<file path="src/rtl/bus_mux_reg.sv">
// bus_mux_reg: selects one of NUM_SRC source words on a valid/ready request and holds it
// in an output register until the consumer takes it; out-of-range requests are counted.
module bus_mux_reg #(
    parameter int DATA_LEN    = 16,
    parameter int NUM_SRC     = 10,
    parameter int MUX_SEL_SIG = 4,
    parameter int ERR_CNT_LEN = 8
) (
    input  logic                         clk,
    input  logic                         rst,
    input  logic [NUM_SRC*DATA_LEN-1:0]  src_bus,
    input  logic                         sel_valid,
    input  logic [MUX_SEL_SIG-1:0]       select,
    output logic                         sel_ready,
    output logic [DATA_LEN-1:0]          data_out,
    output logic                         out_valid,
    input  logic                         out_ready,
    output logic                         sel_err,
    output logic [ERR_CNT_LEN-1:0]       err_count
);
    typedef enum logic {IDLE, FULL} state_t;
    state_t                 state_q, state_d;
    logic [DATA_LEN-1:0]    data_q, data_d;
    logic                   err_q, err_d;
    logic [ERR_CNT_LEN-1:0] cnt_q, cnt_d;
    logic [DATA_LEN-1:0]    ch [2**MUX_SEL_SIG];
    logic                   accept, in_range;

    // Pad the channel table to the full select range so any select value indexes safely.
    genvar g;
    for (g = 0; g < 2**MUX_SEL_SIG; g++) begin : g_ch
        if (g < NUM_SRC) begin : g_src
            assign ch[g] = src_bus[g*DATA_LEN +: DATA_LEN];
        end else begin : g_pad
            assign ch[g] = '0;
        end
    end

    assign sel_ready = (state_q == IDLE) ? 1'b1 : out_ready;
    assign accept    = sel_valid && sel_ready;
    assign in_range  = int'(select) < NUM_SRC;

    always_comb begin
        state_d = (state_q == FULL && out_ready) ? IDLE : state_q;
        data_d  = data_q;
        err_d   = 1'b0;
        cnt_d   = cnt_q;
        if (accept && in_range) begin
            state_d = FULL;
            data_d  = ch[select];
        end else if (accept) begin
            state_d = IDLE;
            err_d   = 1'b1;
            cnt_d   = &cnt_q ? cnt_q : cnt_q + 1'b1;
        end
    end

    always_ff @(posedge clk or posedge rst) begin
        if (rst) begin
            state_q <= IDLE;
            data_q  <= '0;
            err_q   <= 1'b0;
            cnt_q   <= '0;
        end else begin
            state_q <= state_d;
            data_q  <= data_d;
            err_q   <= err_d;
            cnt_q   <= cnt_d;
        end
    end

    assign data_out  = data_q;
    assign out_valid = (state_q == FULL);
    assign sel_err   = err_q;
    assign err_count = cnt_q;
endmodule
</file>
<file path="config.mk">
export PLATFORM = sky130hd
export DESIGN_NAME = bus_mux_reg
export DESIGN_NICKNAME = d
export VERILOG_FILES = /design/src/rtl/bus_mux_reg.sv
export SDC_FILE = /design/constraint.sdc
export NUM_CORES = 1
export LEC_CHECK = 0
export CAP_MARGIN = 20
export CORE_ASPECT_RATIO = 0.5
export CORE_MARGIN = 4
export CORE_UTILIZATION = 37
export CTS_BUF_LIST = sky130_fd_sc_hd__clkbuf_4 sky130_fd_sc_hd__clkbuf_8
export DETAILED_ROUTE_END_ITERATION = 8
export HOLD_SLACK_MARGIN = 0.15
export MAX_ROUTING_LAYER = met4
export PLACE_DENSITY = 0.95
export SYNTH_ARGS = -nofsm -noshare
export SYNTH_HDL_FRONTEND = slang
export SYNTH_SLANG_ARGS = --single-unit
export TNS_END_PERCENT = 10
</file>
<file path="constraint.sdc">
create_clock -name clk -period 2.4 [get_ports clk]
set_input_delay 0.24 -clock clk [delete_from_list [all_inputs] [get_ports clk]]
set_output_delay 0.24 -clock clk [all_outputs]
set_load 0.01 [all_outputs]
</file>
==> results.json <==
{
  "firstDrtPassIters": 4,
  "grt_max_degree": 51,
  "ys.flop_type": "dfrtp_1",
  "first_iter_violations": 221,
  "yosysSeqAreaShare": 0.268,
  "end_kind": "flop",
  "core-area_um2": 6210,
  "cp_cell_sequence": "clkdlybuf4s50_1, buf_4, mux4_2, mux2i_1, nor2_1, a221o_1",
  "antennaDiodeCount": 0,
  "die_height_um": 65.2,
  "ys_warn_count": 0,
  "synth_cell_types": 26,
  "die_area_um2": 7990,
  "fmax_mhz": 525,
  "clk_pin_slew_ns": 0.09,
  "die_w_um": 122,
  "grt_pass1_wl_mm": 15.3,
  "rsz0062_at_grt": "false",
  "nets": 565,
  "cts.sinks": 26,
  "crit_path_max_incr_delay_ns": 0.56,
  "ant_nets": 0,
  "r2r_end": "err_count[1]",
  "startpoint_type": "primary input",
  "post-route-period-util": 0.793,
  "via_per_inst": 5.51,
  "ys_async_sr_fraction": 1.00,
  "place_hpwl_mm": 8.60,
  "start_util": 0.391,
  "setup_viol": 0,
  "place_ws_ns": 0.228,
  "io_buffers": 194,
  "postCtsSetupBuffers": 0,
  "min_path_type": "in2async",
  "crit_path_top_delay_cell": "clkdlybuf4s50_1",
  "drive_above_1_share": 0.152,
  "drt-total-wl_mm": 10.1,
  "netlist_area_um2": 2420,
  "relSlewSlack": 0.669,
  "num_io_pins": 195,
  "p_total_mw": 2.04,
  "skew_ns": 0.00187,
  "powerDensity_nw_per_um2": 452,
  "synth_area_leaders": "mux4_2 (28%), dfrtp_1 (27%), mux2i_1 (10%)",
  "status": "finished clean",
  "synth_edf_count": 0,
  "rrSetupSlack_ns": 0.65,
  "finalMaxSlewViolations": 0,
  "synth-seq-cells": 26,
  "tightest_slew_ns": 0.495,
  "hold_buffers": 0,
  "layout_setup_ws_ns": 0.496,
  "critPathBufInv": 2,
  "clock_path_buffers": 2,
  "grt_overflow": 0,
  "rows": 20,
  "cp.required_ns": 2.56,
  "drc_errors": 0,
  "cts_tree": "built",
  "hold_viol_final": 0,
  "synth_nets": 375,
  "critical_path_class": "in2reg",
  "period_needed_ns": 1.90,
  "cp_top_family": "buffers and inverters",
  "critPathArrivalTime_ns": 2.07,
  "setup_tns_ns": 0,
  "grt_pass1_vias": 2829,
  "power.leakage_nw": 1.78,
  "holdWs_ns": 0.325,
  "irDropWorstVdd_mv": 0.261,
  "area_delta_synth_final_pct": 86.3,
  "routabilityCongestion": 0.854,
  "reg2regPathDepth": 5,
  "post_drt_wl_per_cell_um": 21.0,
  "grtUsageTotal": 0.258,
  "post_cts_resized": 0,
  "avgSynthCellArea_um2": 11.8,
  "cts_made_buffers": 3,
  "synth_top_area_cell": "mux4_2",
  "yosysTopAreaCellShare": 0.279,
  "syn_inst": 206,
  "cap_viol_max_count": 0,
  "vias": 2662,
  "cts-root-buf": "clkbuf_8",
  "r2r-start": "err_count[0]",
  "htree_levels": 1,
  "antenna_found_initial": 0,
  "insertion_delay_ns": 0.27,
  "path_max_fanout": 19
}
-- per-stage QoR --
step	cells	cell area, µm²	utilization
2_1_floorplan	206	2420	-
3_3_place_gp	479	4440	0.716
3_5_place_dp	479	4440	0.716
4_1_cts	483	4520	0.728
5_1_grt	483	4520	0.728
6_report	483	4520	0.728
-- power by group --
part           switching [mW]  internal [mW]
clock                   0.145          0.223
combinational           0.354          0.656
sequential              0.117          0.544
total                   0.616           1.42
-- flip-flops by register name (all words and copies together) (netlist names) --
name	count
data_out	16
err_count	8
out_valid	1
sel_err	1
-- synth_stat cells (2+ instances only) --
cell      number
mux4_2        30
dfrtp_1       26
mux2i_1       25
nand2_1       19
nor2_1        17
a221o_1       16
mux2_2        13
o31ai_1       10
clkbuf_1       7
nand3_1        6
xor2_1         5
buf_2          4
buf_6          4
inv_1          3
nor3_1         3
nor3b_1        3
nor4_1         3
buf_1          2
buf_4          2
nand2b_1       2
-- worst max path at each step --
stage,from,slack (ns),depth (start not counted),end
final,select[1],0.50,6,data_out[10]
after detailed placement,select[1],0.23,6,data_out[8]
after global placement,select[1],0.29,6,data_out[9]
after global routing,select[1],0.40,6,data_out[8]
after floorplan,err_count[0],0.77,5,err_count[1]
after CTS,select[1],0.51,6,data_out[8]
-- area by class of cell --
type                       instances  area [µm²]
fill                             429        1690
sequential                        26         651
multi-input combinational        158        1650
inverter                           3        11.3
timing repair buffer             204        2020
clock buffer                       3        41.3
tap                               88         110
clock inverter                     1        30.0
-- placed cells by master, fill, tap and decap left out, drive strengths merged, types with 4 or more instances in the layout --
| cell type | count |
|---|---|
| mux2i | 25 |
| buf | 11 |
| mux2 | 13 |
| nor2 | 17 |
| o31ai | 10 |
| mux4 | 30 |
| clkdlybuf4s50 | 193 |
| nor3 | 4 |
| nand2 | 19 |
| dfrtp | 26 |
| nand3 | 6 |
| xor2 | 5 |
| a221o | 16 |
-- routing by layer --
layer	share of wire	global-route usage
met1	0.37	0.300
met2	0.54	0.460
met3	0.052	0.0370
met4	0.038	0.0934
met5	0	-
-- kinds of logic (layout without fill, tap and decap cells) --
logic type | count (synthesis) | in the layout | synth area share
simple gates | 57 | 57 | 0.115
mux | 68 | 68 | 0.442
fa+ha+maj | 1 | 1 | 0.00516
buf+inv | 22 | 211 | 0.0516
compound gates | 27 | 27 | 0.0996
xor+xnor | 5 | 5 | 0.0181
flops | 26 | 26 | 0.268
-- worst reg2reg max path: cells and delay by family (launching register included) --
| family | cells | cell delay, ns |
|---|---|---|
| and+or+nand+nor | 3 | 0.69 |
| adders and majority gates | 1 | 0.20 |
| DFF | 1 | 0.47 |
| muxes | 1 | 0.29 |
No activity file was read; power rests on OpenSTA's default activity.
==> variant 1, RTL diff (same flow settings) <==
The parameter `NUM_SRC` goes from 10 to 20.
--- a/src/rtl/bus_mux_reg.sv
+++ b/src/rtl/bus_mux_reg.sv
@@ -2,7 +2,7 @@
 // in an output register until the consumer takes it; out-of-range requests are counted.
 module bus_mux_reg #(
     parameter int DATA_LEN    = 16,
-    parameter int NUM_SRC     = 10,
+    parameter int NUM_SRC     = 20,
     parameter int MUX_SEL_SIG = 4,
     parameter int ERR_CNT_LEN = 8
 ) (
Ports: changed (resized src_bus); port bits go from 195 to 355. No check against the original RTL was run, so the function may have changed too.
==> variant 1 against the unedited design <==
- worst setup slack gained 0.010 ns
- sequential share of layout area decreased by 6.8 points
- critical path type unchanged
- utilization rose by 8.0 points
- final area grew 23%
- sequential cell count is 9 lower
- largest cell class unchanged
- die area up 10%
- power fell by 20%
- maximum frequency up 0.55%
- global-route usage up 5.8 points
- area after synthesis increased by 11%
- routed wire length grew 39%
- clock power shrank 41%
- via count increased by 18%
- highest routed layer unchanged
==> variant 1: results <==
clock_network:
  numCtsBuffers: 3
  post_cts_buffers: 0
  clk_path_buf_depth: 2
  clk_pin_slew_ns: 0.07
  htreeDepth: 1
  clock_latency_ns: 0.25
cells_and_area:
  nFillCells: 430
  nNetsFinal: 787
  instances_no_fill: 552
  drive_gt1_share_pct: 15.1
  largest_reg_flops: 16
sta:
  fin_crit_sh_pct: 78.9
  clock_skew_ns: 0.00134
  hold-worst-slack_ns: 0.405
  maxSlewHeadroom_pct: 49.8
placed_design:
  dp_slack_ns: 0.335
  place_congestion: 0.845
  place.port_buffers: 281
  dpl_cell_area_sq_mm: 0.00551
  dpl.hpwl_mm: 12.4
grt:
  grt_max_degree: 39
  grt_pass1_vias: 3346
  grt_util_all_layers_pct: 31.5
  grt_pass1_wl_mm: 19.6
  antenna_found_initial: 2
drt:
  drtIter0Drc: 278
  vias: 3141
  first_pass_iters: 5
  wl_per_cell_um: 25.5
logic_synthesis:
  yosysSeqAreaShare_pct: 15.8
  yosysUniqueCellTypes: 25
  syn_area_per_cell_sq_um: 14.2
  yosys_warnings: 0
  ys_top_cells_by_area: "mux4_2 (44%), dfrtp_1 (16%), mux2i_1 (12%)"
  ys_async_sr_fraction_pct: 100
  synthTopCellsByCount: "mux4_2 (53), mux2i_1 (32), buf_2 (18), dfrtp_1 (17)"
setup_path:
  rrSetupSlack_ns: 0.58
  max_stage_delay_ns: 0.56
  cpMaxStageDelayCell: "nand3b_1"
  crit_fanout: 16
power:
  vdd.ir_drop.worst_uv: 211
  p_leak_uw: 0.00214
hold_path:
  hold_class: "in -> async"
run_status:
  status: "finished, final reports clean"
[variant 1: cell count changes after synthesis, moves of 10 or more]
| cell | before | now |
|---|---|---|
| mux4_2 | 30 | 53 |
| nand2_1 | 19 | 0 |
| a221o_1 | 16 | 0 |
| nor2_1 | 17 | 1 |
| a2bb2oi_1 | 0 | 15 |
| o21ai_1 | 0 | 15 |
| buf_2 | 4 | 18 |
| mux2_2 | 13 | 2 |
| o31ai_1 | 10 | 0 |
[variant 1: per-layer routing]
layer | part of all wire, % | up-vias | track usage [%]
met4 | 1.7 | 0 | 6.28
li1 | - | 1359 | -
met5 | 0 | - | -
met1 | 36 | 1593 | 38.9
met3 | 8.0 | 20 | 6.63
met2 | 54 | 169 | 55.0
[variant 1: path summary, 6_finish.rpt]
check,start,end,cells past startpoint
min reg2reg,data_out[9],data_out[9],2
min in group clk,data_out[9],data_out[9],2
max,out_ready,data_out[12],5
max in group asynchronous,rst,data_out[8],2
min,rst,data_out[1],2
max reg2reg,out_valid,data_out[12],4
[variant 1: where the power goes]
| part | internal (uW) | total [uW] | switching (uW) |
|---|---|---|---|
| logic | 715 | 1040 | 328 |
| clock network | 115 | 217 | 102 |
| registers | 339 | 372 | 33.0 |
[variant 1: metrics by stage]
step	utilization (%)	total power (uW)
2_1_floorplan	-	796
3_3_place_gp	80.0	1380
3_5_place_dp	80.0	1410
4_1_cts	80.6	1640
5_1_grt	80.7	1720
6_report	80.7	1630
[variant 1: final cells by class]
type | count | area share [%]
Timing Repair Buffer | 287 | 51.4
Multi-Input combinational cell | 149 | 37.9
Sequential cell | 17 | 7.66
Tap cell | 92 | 2.07
Clock buffer | 3 | 0.743
Clock inverter | 1 | 0.0901
Antenna cell | 2 | 0.0901
Inverter | 1 | 0.0676
[variant 1: logic make-up after synthesis]
group	count (synthesis)	synth area share, %
flops	17	15.8
compound gates	33	8.53
simple gates	11	2.46
mux	96	65.7
other cells	1	0.139
buf+inv	32	7.42
[variant 1: critical path, delay by kind of cell]
kind / cells / cell delay [ns]
buf+inv: 1 / 0.45
simple gates: 3 / 1.25
compound gates: 1 / 0.15
==> variant 2, RTL diff (config.mk and constraints unchanged) <==
Without the edit above. Remove the register `err_q`: a continuous assignment takes its place, so the output `sel_err` follows one clock earlier.
--- a/src/rtl/bus_mux_reg.sv
+++ b/src/rtl/bus_mux_reg.sv
@@ -59,15 +59,15 @@
         if (rst) begin
             state_q <= IDLE;
             data_q  <= '0;
-            err_q   <= 1'b0;
             cnt_q   <= '0;
         end else begin
             state_q <= state_d;
             data_q  <= data_d;
-            err_q   <= err_d;
             cnt_q   <= cnt_d;
         end
     end
+
+    assign err_q = err_d;
 
     assign data_out  = data_q;
     assign out_valid = (state_q == FULL);
Behaviour: not the same (a bounded check fails within 4 cycles, from zero or initial values and one cycle with rst high).
==> variant 2 against the unedited design <==
- critical path depth shrank 1
- clock skew is essentially flat
- sequential power shrank 3%
- final cell count shrank 0.41%
- sequential share of layout area shrank 0.38 points
- count of clock-buffer cells in the layout is the same
- area after synthesis shrank 1.0%
- routed wire length shrank 5.2%
- register-to-register slack lost 0.03 ns
- worst setup slack lost 0.13 ns
- sequential cell count shrank 1
- final area shrank 1.2%
- power shrank 6.3%
- critical endpoint is now sel_err
==> variant 2: results <==
run_status:
  status: "finished, final reports clean"
sta:
  maxSlewHeadroom_pct: 66.3
  clock_skew_ns: 0.00188
setup_path:
  critPathTopFamily: "buffers and inverters"
  max_stage_delay_ns: 0.54
  crit_fanout: 8
  reg2reg_depth: 5
power:
  p_leak_uw: 0.00175
  vdd.ir_drop.worst_uv: 232
drt:
  vias_per_cell: 5.38
  first_pass_iters: 4
  drtIter0Drc: 194
  wl_per_cell_um: 20.0
cells_and_area:
  drive_gt1_share_pct: 15.0
  largest_reg_flops: 16
  nNetsFinal: 563
clock_network:
  htreeDepth: 1
  cts-root-buf: "clkbuf_8"
grt:
  grt_util_all_layers_pct: 24.2
  antenna_found_initial: 0
  grt_pass1_wl_mm: 14.2
  grt_pass1_vias: 2749
logic_synthesis:
  yosysUniqueCellTypes: 26
  synthTopCellsByCount: "mux4_2 (30), dfrtp_1 (25), mux2i_1 (25), nand2_1 (19), nor2_1 (17)"
  ys_top_cells_by_area: "mux4_2 (28%), dfrtp_1 (26%), mux2i_1 (10%)"
  synth_edf_count: 0
  yosysSeqAreaShare_pct: 26.1
  syn_nets: 374
placed_design:
  place_congestion: 0.882
  dpl.hpwl_mm: 8.26
  dp_slack_ns: 0.324
  dpl_cell_area_sq_mm: 0.00441
==> variant 2: changes by cell type after synthesis, sizes merged <==
| cell | change |
|---|---|
| dfrtp | -1 |
==> variant 2: worst paths after layout <==
kind	end	slack, ns	startpoint
max	sel_err	0.37	out_ready
min	data_out[14]	0.30	rst
max reg2reg	err_count[1]	0.62	err_count[0]
min reg2reg	data_out[3]	0.53	data_out[3]
max in group asynchronous	data_out[11]	1.86	rst
min in group clk	data_out[3]	0.53	data_out[3]
==> variant 2: kinds of logic after synthesis <==
family / synth area share, %
buf+inv: 5.22
simple gates: 11.6
compound gates: 10.1
xor+xnor: 1.83
mux: 44.7
fa+ha+maj: 0.522
flops: 26.1
==> variant 2: worst min-delay path, stage by stage <==
cell             delay (ns)
clkdlybuf4s50_1        0.39
inv_1                  0.05
buf_4                  0.29
==> variant 2: report_power, final <==
group          total, uW  internal, uW  switching (uW)
Sequential           642           526             116
Combinational       1010           655             353
Clock                261           118             143
Total               1910          1300             612
==> variant 2: final cells by class <==
type | instances | area, sq um
clock inverter | 1 | 7.51
inverter | 3 | 11.3
sequential | 25 | 626
fill | 419 | 1720
timing repair buffer | 203 | 2020
clock buffer | 3 | 41.3
tap | 88 | 110
multi-input combinational | 158 | 1650
==> variant 2: stage by stage <==
step	utilization, %	std cells
CTS	72.2	481
floorplan	-	205
global route	72.2	481
finish	72.2	481
global placement	71.4	477
detailed placement	71.4	477
==> variant 2: per-layer routing <==
metal / GRT usage (%) / part of all wire (%) / up-vias
met4: 7.68 / 2.2 / 0
met2: 43.0 / 56 / 88
met3: 3.49 / 4.8 / 21
met1: 28.7 / 37 / 1285
li1: - / - / 1195
met5: - / 0 / -
